## config.mk

```make
export PLATFORM = sky130hd
export DESIGN_NAME = core_sequencer
export DESIGN_NICKNAME = d
export VERILOG_FILES = /design/src/rtl/core_sequencer_pkg.sv /design/src/rtl/core_sequencer_bus_watchdog.sv /design/src/rtl/core_sequencer.sv
export SDC_FILE = /design/constraint.sdc
export NUM_CORES = 1
export LEC_CHECK = 0
export BUFFER_PORTS_ARGS = -buffer_cell sky130_fd_sc_hd__buf_2
export CAP_MARGIN = 30
export CORE_MARGIN = 5
export CORE_UTILIZATION = 40
export CTS_BUF_LIST = sky130_fd_sc_hd__clkbuf_4
export DETAILED_ROUTE_END_ITERATION = 7
export SLEW_MARGIN = 30
export SYNTH_ARGS = -nofsm -noshare
export SYNTH_HDL_FRONTEND = slang
export SYNTH_HIERARCHICAL = 1
export SYNTH_SLANG_ARGS = --single-unit
```

## constraint.sdc

```tcl
create_clock -name clk -period 4.6 [get_ports clk]
set_clock_uncertainty 0.2 [all_clocks]
set_input_delay 0.92 -clock clk [delete_from_list [all_inputs] [get_ports clk]]
set_output_delay 0.92 -clock clk [all_outputs]
set_load 0.05 [all_outputs]
```

## src/rtl/core_sequencer_pkg.sv

```systemverilog
// Shared definitions for the RV32I multi-cycle core: sequencer states, halt causes
// and the major opcode map used by both the sequencer and the decoder.
package core_pkg;

  typedef enum logic [2:0] {
    ST_IDLE   = 3'd0,
    ST_FETCH  = 3'd1,
    ST_DECODE = 3'd2,
    ST_EXEC   = 3'd3,
    ST_MEM    = 3'd4,
    ST_WB     = 3'd5,
    ST_HALT   = 3'd6
  } state_t;

  typedef enum logic [1:0] {
    FAULT_NONE    = 2'b00,
    FAULT_SYS     = 2'b01,
    FAULT_ILLEGAL = 2'b10,
    FAULT_TIMEOUT = 2'b11
  } fault_t;

  localparam logic [6:0] OP_LUI      = 7'b0110111;
  localparam logic [6:0] OP_AUIPC    = 7'b0010111;
  localparam logic [6:0] OP_JAL      = 7'b1101111;
  localparam logic [6:0] OP_JALR     = 7'b1100111;
  localparam logic [6:0] OP_BRANCH   = 7'b1100011;
  localparam logic [6:0] OP_LOAD     = 7'b0000011;
  localparam logic [6:0] OP_STORE    = 7'b0100011;
  localparam logic [6:0] OP_IMM      = 7'b0010011;
  localparam logic [6:0] OP_REG      = 7'b0110011;
  localparam logic [6:0] OP_MISC_MEM = 7'b0001111;
  localparam logic [6:0] OP_SYSTEM   = 7'b1110011;

  function automatic logic is_rv32i_opcode(input logic [6:0] op);
    logic legal;
    case (op)
      OP_LUI, OP_AUIPC, OP_JAL, OP_JALR, OP_BRANCH, OP_LOAD,
      OP_STORE, OP_IMM, OP_REG, OP_MISC_MEM, OP_SYSTEM: legal = 1'b1;
      default:                                          legal = 1'b0;
    endcase
    return legal;
  endfunction

endpackage

```

## src/rtl/core_sequencer_bus_watchdog.sv

```systemverilog
// Clearable wait-cycle counter for the memory handshakes; expired flags the cycle in
// which the number of cycles spent waiting (current one included) reaches TIMEOUT.
module bus_watchdog #(
  parameter int unsigned TIMEOUT = 255
) (
  input  logic clk,
  input  logic rst_n,
  input  logic clear,
  input  logic en,
  output logic expired
);

  logic [31:0] count_reg;
  logic [31:0] count_next;

  always_comb begin
    count_next = count_reg;
    if (clear) begin
      count_next = '0;
    end else if (en) begin
      count_next = count_reg + 32'd1;
    end
  end

  always_ff @(posedge clk) begin
    if (!rst_n) begin
      count_reg <= '0;
    end else begin
      count_reg <= count_next;
    end
  end

  // TIMEOUT of zero disables the watchdog entirely
  assign expired = en && (TIMEOUT != 0) && ((count_reg + 32'd1) == 32'(TIMEOUT));

endmodule

```

## src/rtl/core_sequencer.sv

```systemverilog
// Multi-cycle instruction sequencer: FETCH/DECODE/EXEC/MEM/WB control, memory request
// handshakes, single-shot architectural write strobes, counters and halt status.
module core_sequencer
  import core_pkg::*;
#(
  parameter int unsigned TIMEOUT = 255
) (
  input  logic        clk,
  input  logic        rst_n,
  input  logic        run,
  input  logic [6:0]  opcode,
  input  logic        we3,
  input  logic        wem,
  input  logic        wd3_selector,
  input  logic        redirect,
  output logic        imem_req,
  input  logic        imem_ready,
  output logic        dmem_req,
  output logic        dmem_we,
  input  logic        dmem_ready,
  output logic        ir_we,
  output logic        alu_we,
  output logic        rf_we,
  output logic        pc_we,
  output logic        pc_sel,
  output logic        halted,
  output logic [1:0]  fault,
  output logic [31:0] cycle_cnt,
  output logic [31:0] instret_cnt
);

  state_t      state_reg, state_next;
  fault_t      fault_reg, fault_next;
  logic        we3_reg, wem_reg, sel_reg, redirect_reg;
  logic        imem_req_reg, dmem_req_reg, dmem_we_reg;
  logic [31:0] cycle_cnt_reg, instret_cnt_reg;
  logic        wd_en, wd_expired, retire;
  logic        is_fence;

  assign wd_en    = imem_req_reg | dmem_req_reg;
  assign is_fence = (opcode == OP_MISC_MEM);

  bus_watchdog #(
    .TIMEOUT(TIMEOUT)
  ) u_watchdog (
    .clk    (clk),
    .rst_n  (rst_n),
    .clear  (!wd_en),
    .en     (wd_en),
    .expired(wd_expired)
  );

  always_comb begin
    state_next = state_reg;
    fault_next = fault_reg;
    ir_we      = 1'b0;
    alu_we     = 1'b0;
    rf_we      = 1'b0;
    pc_we      = 1'b0;
    pc_sel     = 1'b0;
    retire     = 1'b0;
    case (state_reg)
      ST_IDLE: begin
        if (run) state_next = ST_FETCH;
      end
      ST_FETCH: begin
        // a ready in the expiry cycle still completes the fetch
        if (imem_ready) begin
          ir_we      = 1'b1;
          state_next = ST_DECODE;
        end else if (wd_expired) begin
          state_next = ST_HALT;
          fault_next = FAULT_TIMEOUT;
        end
      end
      ST_DECODE: begin
        if (opcode == OP_SYSTEM) begin
          state_next = ST_HALT;
          fault_next = FAULT_SYS;
        end else if (!is_rv32i_opcode(opcode)) begin
          state_next = ST_HALT;
          fault_next = FAULT_ILLEGAL;
        end else begin
          state_next = ST_EXEC;
        end
      end
      ST_EXEC: begin
        alu_we     = 1'b1;
        state_next = (sel_reg || wem_reg) ? ST_MEM : ST_WB;
      end
      ST_MEM: begin
        if (dmem_ready) begin
          state_next = ST_WB;
        end else if (wd_expired) begin
          state_next = ST_HALT;
          fault_next = FAULT_TIMEOUT;
        end
      end
      ST_WB: begin
        rf_we      = we3_reg;
        pc_we      = 1'b1;
        pc_sel     = redirect_reg;
        retire     = 1'b1;
        state_next = run ? ST_FETCH : ST_IDLE;
      end
      ST_HALT: begin
        state_next = ST_HALT;
      end
      default: begin
        state_next = ST_IDLE;
      end
    endcase
  end

  always_ff @(posedge clk) begin
    if (!rst_n) begin
      state_reg       <= ST_IDLE;
      fault_reg       <= FAULT_NONE;
      we3_reg         <= 1'b0;
      wem_reg         <= 1'b0;
      sel_reg         <= 1'b0;
      redirect_reg    <= 1'b0;
      imem_req_reg    <= 1'b0;
      dmem_req_reg    <= 1'b0;
      dmem_we_reg     <= 1'b0;
      cycle_cnt_reg   <= '0;
      instret_cnt_reg <= '0;
    end else begin
      state_reg    <= state_next;
      fault_reg    <= fault_next;
      // requests are flops fed from the next state, so ready never reaches req combinationally
      imem_req_reg <= (state_next == ST_FETCH);
      dmem_req_reg <= (state_next == ST_MEM);
      dmem_we_reg  <= (state_next == ST_MEM) && wem_reg;
      if (state_reg == ST_DECODE) begin
        // FENCE is retired as a NOP regardless of what the decoder asserts
        we3_reg <= we3 && !is_fence;
        wem_reg <= wem && !is_fence;
        sel_reg <= wd3_selector && !is_fence;
      end
      if (state_reg == ST_EXEC) begin
        redirect_reg <= redirect;
      end
      if (state_reg != ST_IDLE && state_reg != ST_HALT) begin
        cycle_cnt_reg <= cycle_cnt_reg + 32'd1;
      end
      if (retire) begin
        instret_cnt_reg <= instret_cnt_reg + 32'd1;
      end
    end
  end

  assign imem_req    = imem_req_reg;
  assign dmem_req    = dmem_req_reg;
  assign dmem_we     = dmem_we_reg;
  assign halted      = (state_reg == ST_HALT);
  assign fault       = fault_reg;
  assign cycle_cnt   = cycle_cnt_reg;
  assign instret_cnt = instret_cnt_reg;

endmodule

```

==> metrics.csv <==
metric,value,unit
status,"complete, no violations",
dpl-instance-area,0.00617,mm²
async_flop_share,0,
critPathArrivalTime,4140,ps
drc,0,
finalHoldViolCount,0,
layout.cells.non_filler,946,
numPlacedInstances,927,
power,1.57,mW
grt_setup_unrepaired,no,
end_kind,flip-flop,
synthCells,690,
hpwlAfterDp,10300,µm
grt_usage,0.174,
root_buffer,clkbuf_4,
row_count,43,
drtIter0Drc,306,
syn_to_final_growth,12.2,%
first_pass_iters,4,
fin_nets,778,
numCtsBuffers,9,
setup_slack,682,ps
wl,14200,µm
initial_utilization,0.407,
final_core_util,0.456,
crit_path_max_incr_delay,530,ps
synth_top_area_frac,0.384,
maxCapViolCount,0,
crit_chain,nand4_1 -> nor3_2 -> nand4_1 -> a2111oi_0 -> o2111ai_1 -> nor4_1 -> buf_4 -> nor4b_1 -> a221oi_1 -> o32ai_1 -> a211oi_1 -> and2_1,
crit_required,4820,ps
min_period_over_period,0.852,
syn_avg_cell_area,8.15,µm²
postCtsSetupBuffers,0,
cp-startpoint,u_watchdog/count_reg[1],
fp.dieH,129,µm
port-buffer-count,90,
clk-insertion-delay-late,460,ps
synth_largest_area_cell,dfxtp_1,
grt-ovfl-total,0,
cp-start-kind,flip-flop,
grt_pass1_wl,23900,µm
synth-edff-count,0,
power.density,248,mW/mm²
setup_viol,0,
slowest_stage,a2111oi_0,
die_w,129,µm
synth-seq-cells,108,
slew_violations,0,
whs,300,ps
critPathMaxFanout,11,
ctsResizeCount,0,
wl_per_cell,15.0,µm
vdd_drop_max,0.103,mV
ff2ff_setup_slack,680,ps
postRouteAntennaNets,0,
cellLeakagePower,2.25,nW
place_ws,468,ps
min_path_type,reg2reg,
ys.warnings.count,6,
design_area,0.00631,mm²
syn_nets,710,
vias,5145,
grt_pass1_vias,4888,
relSlewSlack,0.511,
core-area,0.0138,mm²
gp_congestion,0.909,
tightest_slew,729,ps
synth_area_leaders,"dfxtp_1, xnor2_1, nor2_1",
synth_flop_cell,dfxtp_1,
fin_crit,3920,ps
cts_sinks,108,
crit_path_end,dmem_we,
tns,0,ps
io_pins,91,
holdBufCountCts,0,
synth_area,0.00563,mm²
r2r-start,u_watchdog/count_reg[1],
grt_max_degree,69,
antenna_found_initial,4,
clockBufferDepth,2,
cts_tree,done,
layout-drive-gt1-share,0.165,
drt-vias-per-instance,5.44,
r2r_end,dmem_we,
worstSetupPathType,reg2reg,
fmax,255,MHz
yosysSeqAreaShare,0.384,
dieArea,0.0165,mm²
htreeDepth,3,
crit_top_cell,nand4_1,
ys_types,62,
rr_worst_depth,12,
fill_cells,1391,
cts.clk_slew.worst_paths,160,ps
## synthesized netlist by cell type (4+ instances only)
cell,count
dfxtp_1,108
nor2_1,88
nand2_1,41
xnor2_1,41
nand4_1,40
a21oi_1,38
inv_1,29
o21ai_0,29
xor2_1,29
nand3_1,28
or3_1,25
nor3_1,21
clkbuf_1,20
nor4_1,15
and2_1,12
buf_2,10
and3_1,9
and4_1,7
nor3b_1,7
a31oi_1,6
nand3b_1,6
a211oi_1,5
mux2i_1,5
nor2b_1,5
ha_1,4
nand2b_1,4
o31ai_1,4
or2_2,4
## cell families after synthesis
family | count (synthesis) | synth area share
simple gates | 328 | 0.322
flops | 108 | 0.384
xor+xnor | 70 | 0.109
fa+ha+maj | 4 | 0.00890
compound gates | 109 | 0.118
buf+inv | 65 | 0.0472
mux | 6 | 0.0109
## worst max-delay path, delay by kind of cell (launching register included)
kind | cells | cell delay (ps)
AND/OR/NAND/NOR | 6 | 1600
AO/OA/AOI/OAI | 5 | 1420
flip-flops | 1 | 480
buffers and inverters | 1 | 200
## routing by layer
metal / wire [µm] / vias up / share of wire / global-route usage
li1: - / 2593 / - / -
met1: 6580 / 2437 / 0.46 / 0.228
met2: 6550 / 96 / 0.46 / 0.277
met3: 866 / 13 / 0.061 / 0.0482
met4: 137 / 6 / 0.0097 / 0.0574
met5: 41 / - / 0.0029 / 0
## final cells by class
| cell class | count | area, µm² | share of cell area |
|---|---|---|---|
| Clock buffer | 9 | 67.6 | 0.0107 |
| Tap cell | 180 | 225 | 0.0357 |
| Multi-Input combinational cell | 517 | 3210 | 0.509 |
| Clock inverter | 6 | 56.3 | 0.00892 |
| Sequential cell | 108 | 2160 | 0.343 |
| Timing Repair Buffer | 92 | 465 | 0.0738 |
| Antenna cell | 4 | 10.0 | 0.00159 |
| Inverter | 30 | 115 | 0.0182 |
## placed cells by master (no fill, tap or decap), drive strengths merged, types with 26 or more instances in the layout
master / netlist / final
xor2: 29 / 29
o21ai: 30 / 30
nor2: 88 / 88
inv: 30 / 30
or3: 26 / 26
nand4: 42 / 42
nand2: 41 / 41
dfxtp: 108 / 108
xnor2: 41 / 41
nand3: 30 / 30
buf: 14 / 92
a21oi: 38 / 38
## power by group
part / switching, mW / leakage, nW / internal, mW / total [mW]
logic: 0.0988 / 1.31 / 0.0383 / 0.137
clock network: 0.305 / 0.0606 / 0.158 / 0.463
registers: 0.0192 / 0.871 / 0.947 / 0.966
## worst min-delay path by stage
stage	end	start	depth (start not counted)	slack (ps)
after floorplan	redirect_reg	redirect_reg	2	250
after global placement	fault[1]	fault[1]	1	260
after detailed placement	fault[1]	fault[1]	1	270
after CTS	fault[1]	fault[1]	1	300
after global routing	fault[0]	fault[0]	2	330
final	instret_cnt[31]	instret_cnt[31]	2	300
Power figures use the tool's default switching activity.
